`src/rtl/mag_arbiter_pkg.sv`:
```
// mag_arbiter_pkg: shared types and sizing helpers for the magnitude arbiter.
//   state_t   : arbiter FSM states (IDLE, LOAD, CALC, DONE)
//   ITER      : restoring sqrt iterations for the default width (W+1)
//   SUM_W     : sum-of-squares width for the default width (2W+1)
//   iter_of / sum_w_of : the same quantities for an arbitrary W
package mag_arbiter_pkg;

  typedef enum logic [1:0] {
    IDLE = 2'd0,
    LOAD = 2'd1,
    CALC = 2'd2,
    DONE = 2'd3
  } state_t;

  localparam int W_DEFAULT = 8;
  localparam int ITER      = W_DEFAULT + 1;
  localparam int SUM_W     = 2 * W_DEFAULT + 1;

  function automatic int iter_of(input int w);
    return w + 1;
  endfunction

  function automatic int sum_w_of(input int w);
    return 2 * w + 1;
  endfunction

endpackage

```
`src/rtl/isqrt_core.sv`:
```
// isqrt_core: iterative restoring integer square root, one result bit per cycle.
//   clk, rst : clock, async active-high reset
//   start    : load op and begin; takes priority over a running operation
//   op       : radicand, 2W+1 bits
//   done     : high from the cycle after the last iteration until the next start
//   root     : floor(sqrt(op)), W+1 bits, valid while done is high
module isqrt_core
  import mag_arbiter_pkg::*;
#(
  parameter int W = 8
) (
  input  logic                     clk,
  input  logic                     rst,
  input  logic                     start,
  input  logic [sum_w_of(W)-1:0]   op,
  output logic                     done,
  output logic [W:0]               root
);

  localparam int IT    = iter_of(W);
  localparam int SW    = sum_w_of(W);
  localparam int RAD_W = 2 * IT;          // padded to an even bit count
  localparam int REM_W = W + 4;           // partial remainder <= 2*root, plus 2 shifted-in bits
  localparam int CNT_W = $clog2(IT + 1);

  logic [RAD_W-1:0] rad;
  logic [REM_W-1:0] rem, rem_sh, trial;
  logic [W:0]       root_q;
  logic [CNT_W-1:0] cnt;
  logic             busy;
  logic             ge;

  // Bring down the next two radicand bits and try subtracting 4*root+1.
  assign rem_sh = {rem[REM_W-3:0], rad[RAD_W-1 -: 2]};
  assign trial  = {{(REM_W-W-3){1'b0}}, root_q, 2'b01};
  assign ge     = (rem_sh >= trial);
  assign root   = root_q;

  always_ff @(posedge clk or posedge rst) begin
    if (rst) begin
      rad    <= '0;
      rem    <= '0;
      root_q <= '0;
      cnt    <= '0;
      busy   <= 1'b0;
      done   <= 1'b0;
    end else if (start) begin
      rad    <= {{(RAD_W-SW){1'b0}}, op};
      rem    <= '0;
      root_q <= '0;
      cnt    <= CNT_W'(IT);
      busy   <= 1'b1;
      done   <= 1'b0;
    end else if (busy) begin
      rad    <= {rad[RAD_W-3:0], 2'b00};
      rem    <= ge ? (rem_sh - trial) : rem_sh;
      root_q <= {root_q[W-1:0], ge};
      cnt    <= cnt - CNT_W'(1);
      if (cnt == CNT_W'(1)) begin
        busy <= 1'b0;
        done <= 1'b1;
      end
    end
  end

endmodule

```
`src/rtl/mag_arbiter.sv`:
```
// mag_arbiter: two requesters share one gradient-magnitude engine,
// result = floor(sqrt(gx^2 + gy^2)), round-robin arbitration.
//   clk, rst                 : clock, async active-high reset
//   req_valid[1:0]           : request valid per requester
//   req_ready[1:0]           : one-hot grant, only in IDLE
//   req0_gx/gy, req1_gx/gy   : unsigned W-bit gradient pairs
//   rsp_valid / rsp_ready    : result handshake, result held until accepted
//   rsp_id                   : requester that owns the result
//   rsp_data                 : magnitude, W bits
// Build option: MAG_ARBITER_SAT_EN saturates roots above 2^W-1; otherwise
// the low W bits of the root are returned.
// Latency: accept edge -> LOAD -> 1 core start + W+1 iterations -> DONE,
// rsp_valid rises W+3 cycles after accept.
module mag_arbiter
  import mag_arbiter_pkg::*;
#(
  parameter int W = 8
) (
  input  logic         clk,
  input  logic         rst,
  input  logic [1:0]   req_valid,
  output logic [1:0]   req_ready,
  input  logic [W-1:0] req0_gx,
  input  logic [W-1:0] req0_gy,
  input  logic [W-1:0] req1_gx,
  input  logic [W-1:0] req1_gy,
  output logic         rsp_valid,
  input  logic         rsp_ready,
  output logic         rsp_id,
  output logic [W-1:0] rsp_data
);

  localparam int SW = sum_w_of(W);

`ifdef MAG_ARBITER_SAT_EN
  localparam bit SAT = 1'b1;
`else
  localparam bit SAT = 1'b0;
`endif

  state_t         state;
  logic           ptr;        // requester that wins a tie
  logic           id_q;
  logic [W-1:0]   gx_q, gy_q;
  logic [1:0]     grant;
  logic [2*W-1:0] sqx, sqy;
  logic [SW-1:0]  sum;
  logic           core_done;
  logic [W:0]     root;
  logic [W-1:0]   res;

  // Grant is gated by rst so req_ready stays low for the whole reset pulse.
  always_comb begin
    grant = 2'b00;
    if (state == IDLE && !rst) begin
      case (req_valid)
        2'b01:   grant = 2'b01;
        2'b10:   grant = 2'b10;
        2'b11:   grant = ptr ? 2'b10 : 2'b01;
        default: grant = 2'b00;
      endcase
    end
  end

  assign req_ready = grant;

  // Sum of squares from the captured operands; the core registers it in LOAD.
  assign sqx = {{W{1'b0}}, gx_q} * {{W{1'b0}}, gx_q};
  assign sqy = {{W{1'b0}}, gy_q} * {{W{1'b0}}, gy_q};
  assign sum = {1'b0, sqx} + {1'b0, sqy};

  isqrt_core #(.W(W)) u_core (
    .clk   (clk),
    .rst   (rst),
    .start (state == LOAD),
    .op    (sum),
    .done  (core_done),
    .root  (root)
  );

  assign res = (SAT && root[W]) ? {W{1'b1}} : root[W-1:0];

  always_ff @(posedge clk or posedge rst) begin
    if (rst) begin
      state     <= IDLE;
      ptr       <= 1'b0;
      id_q      <= 1'b0;
      gx_q      <= '0;
      gy_q      <= '0;
      rsp_valid <= 1'b0;
      rsp_id    <= 1'b0;
      rsp_data  <= '0;
    end else begin
      case (state)
        IDLE: if (|grant) begin
          gx_q  <= grant[1] ? req1_gx : req0_gx;
          gy_q  <= grant[1] ? req1_gy : req0_gy;
          id_q  <= grant[1];
          ptr   <= ~grant[1];
          state <= LOAD;
        end
        LOAD: state <= CALC;
        CALC: if (core_done) begin
          rsp_data  <= res;
          rsp_id    <= id_q;
          rsp_valid <= 1'b1;
          state     <= DONE;
        end
        DONE: if (rsp_ready) begin
          rsp_valid <= 1'b0;
          state     <= IDLE;
        end
        default: state <= IDLE;
      endcase
    end
  end

endmodule
```
`config.mk`:
```
export PLATFORM = sky130hd
export DESIGN_NAME = mag_arbiter
export DESIGN_NICKNAME = d
export VERILOG_FILES = /design/src/rtl/mag_arbiter_pkg.sv /design/src/rtl/isqrt_core.sv /design/src/rtl/mag_arbiter.sv
export SDC_FILE = /design/constraint.sdc
export NUM_CORES = 1
export LEC_CHECK = 0
export CAP_MARGIN = 40
export CORE_UTILIZATION = 40
export DETAILED_ROUTE_END_ITERATION = 6
export HOLD_SLACK_MARGIN = 0.02
export PLACE_DENSITY = 0.6
export SLEW_MARGIN = 20
export SYNTH_ARGS = -nofsm -noshare
export SYNTH_HDL_FRONTEND = slang
export SYNTH_HIERARCHICAL = 1
export SYNTH_SLANG_ARGS = --single-unit
```
`constraint.sdc`:
```
create_clock -name clk -period 13.54 [get_ports clk]
set_input_delay 2.708 -clock clk [delete_from_list [all_inputs] [get_ports clk]]
set_output_delay 2.708 -clock clk [all_outputs]
set_load 0.05 [all_outputs]
```
==> results.py <==
metrics = {
    "clock_tree": {
        "root_buffer": "clkbuf_16",
        "cts_setup_buffers": 0,
        "clock_latency_ns": 0.34,
        "clock_sinks": 73,
        "tritoncts": "done",
        "htreeDepth": 3,
        "path_clk_slew_ns": 0.06,
        "cts-hold-fix-buffers": 0,
        "cts_made_buffers": 9,
        "clk_path_buf_depth": 2,
        "cts_resized": 0,
    },
    "final_layout": {
        "n_antenna_cell": 0,
        "drive_gt1_frac": 0.0707,
        "final.fill_count": 1761,
        "synthToLayoutAreaGrowth_pct": 12.2,
        "final_cells": 1049,
        "fin_nets": 1003,
        "final_core_util": 0.465,
    },
    "sta": {
        "rsz0062_at_grt": "no",
        "hold_ws_ns": 0.509,
        "setup_viol": 0,
        "fin_worst_skew_ns": 0.00566,
        "finalHoldViolCount": 0,
        "final.min_clock_period_ns": 7.39,
        "maxSlewHeadroom": 0.552,
        "worst_pin_slew_ns": 0.672,
        "setup_tns_ns": 0,
        "finalCritPeriodShare": 0.546,
        "fmax_mhz": 135,
        "maxSlewViolCount": 0,
    },
    "detailed_routing": {
        "wl_per_cell_um": 14.2,
        "drc": 0,
        "drtAntennaViolNets": 0,
        "vias": 5405,
        "wl_um": 14900,
        "viasPerCell": 5.15,
        "dr.first_iter.drc_count": 314,
        "first_pass_iters": 5,
    },
    "global_routing": {
        "use_met2": 0.278,
        "antenna_found_initial": 0,
        "grt_pass1_vias": 5599,
        "grt_use_met3": 0.0189,
        "grt_use_total": 0.167,
        "grt_pass1_wl_um": 26500,
        "overflow": 0,
        "grt_max_degree": 68,
        "met1_usage": 0.232,
        "gr-max-usage-layer": "met2",
    },
    "synthesis": {
        "yosys_warnings": 6,
        "synth_ff_type": "dfrtp_1",
        "synth-edff-count": 0,
        "ys_types": 69,
        "ys_seq_elements": 73,
        "syn_area_per_cell_um2": 9.69,
        "netlist_instances": 782,
        "async_flop_share": 1.00,
        "syn_area_um2": 7580,
        "yosysSeqAreaShare": 0.241,
        "synth_nets": 970,
    },
    "floorplanning": {
        "fp.dieArea_um2": 19500,
        "ioPinCount": 49,
        "dieHeight_um": 140,
        "die_x_um": 140,
        "rows": 49,
        "start_util": 0.415,
        "core_um2": 18300,
    },
    "placed_design": {
        "hpwl_um": 11700,
        "place_inst": 1033,
        "portBuffers": 48,
        "globalplace.congestion": 0.785,
    },
    "setup_path": {
        "critical_path_peak_fanout": 18,
        "criticalPathCategory": "in2out",
        "worstSetupStartpointType": "primary input",
        "crit_path_end_kind": "primary output",
        "arrival_ns": 4.68,
        "required_ns": 10.83,
    },
    "run_status": {
        "run_status": "finished clean",
    },
    "worst_hold_path": {
        "hp-class": "reg2reg",
    },
    "run": {
        "cap_violations": 0,
    },
}
## area by class of cell
cell class	count	area, µm²	share of cell area
tap	229	287	0.0337
multi-input combinational	537	5050	0.594
sequential	73	1830	0.215
clock buffer	13	260	0.0306
timing repair buffer	55	533	0.0627
clock inverter	3	23.8	0.00280
inverter	139	522	0.0614
## Yosys cell counts, types with 9 or more instances
master | instances | share of area
xnor2_1 | 17 | 0.020
inv_1 | 139 | 0.069
ha_1 | 75 | 0.12
nor2_1 | 39 | 0.019
o21ai_1 | 10 | 0.0066
a222oi_1 | 12 | 0.016
a21oi_1 | 19 | 0.013
clkbuf_1 | 20 | 0.0099
mux2_2 | 9 | 0.013
o21ai_0 | 29 | 0.019
nand3_1 | 12 | 0.0079
nor2b_1 | 11 | 0.0091
nand2_1 | 58 | 0.029
dfrtp_1 | 73 | 0.24
and2_1 | 35 | 0.029
fa_1 | 76 | 0.20
mux2i_1 | 30 | 0.040
## stage by stage
stage               area, µm²  worst slack [ns]
detailed placement       8220              6.17
global placement         8220              6.15
finish                   8500              6.15
global route             8500              6.07
floorplan                7580              7.00
CTS                      8500              6.15
## worst paths after layout
check                       startpoint        endpoint  slack (ns)  cells past startpoint
max                                rst    req_ready[1]        6.15                      6
min                        rsp_data[4]     rsp_data[4]        0.51                      1
max reg2reg                    gx_q[0]  u_core/rad[14]        7.57                     18
min reg2reg                rsp_data[4]     rsp_data[4]        0.51                      1
max in group asynchronous          rst         gy_q[4]       10.17                      3
min in group asynchronous          rst     rsp_data[6]        2.73                      2
## cells in the final DEF (no fill, tap or decap), drive strengths merged, types with 5 or more instances in the layout
master and count:
a21o 8, inv 139, xor2 6, o311ai 5
and3b 5, ha 75, a21oi 22, mux2i 30
nor2b 11, nor2 39, a311oi 8, nand3 12
clkbuf 13, and3 5, nand2 58, o21ai 41
and2 36, clkdlybuf4s50 48, a222oi 12, fa 76
dfrtp 73, buf 7, nand2b 6, xnor2 17
mux2 10
## worst max-delay path: stages
cell and delay, ns:
clkdlybuf4s50_1 0.45, nor2b_1 0.19, nand2_1 0.11, a21oi_2 0.10, buf_4 0.26, clkdlybuf4s50_1 0.85
## routing by layer
layer	up-vias	part of all wire
li1	2649	-
met1	2662	0.48
met2	84	0.48
met3	10	0.029
met4	0	0.011
met5	-	0
## flip-flops by register name, indices dropped and copies added (netlist names), 2 cells and up
signal	cells
u_core/root	9
u_core/rad	18
gy_q	8
u_core/cnt	4
u_core/rem	10
gx_q	8
rsp_data	8
state	2
## cell families (layout without fill, tap and decap cells)
| family | Yosys count | count (layout) | synth area share |
|---|---|---|---|
| XOR/XNOR | 23 | 23 | 0.0266 |
| AND/OR/NAND/NOR | 193 | 193 | 0.131 |
| AO/OA/AOI/OAI | 130 | 130 | 0.129 |
| adder cells (fa/ha/maj) | 151 | 151 | 0.325 |
| multiplexers | 40 | 40 | 0.0550 |
| buffers and inverters | 172 | 210 | 0.0933 |
| flip-flops | 73 | 73 | 0.241 |
Power is not shown: default switching activity piles up to over one toggle a cycle in this logic, so the estimate is an artifact.
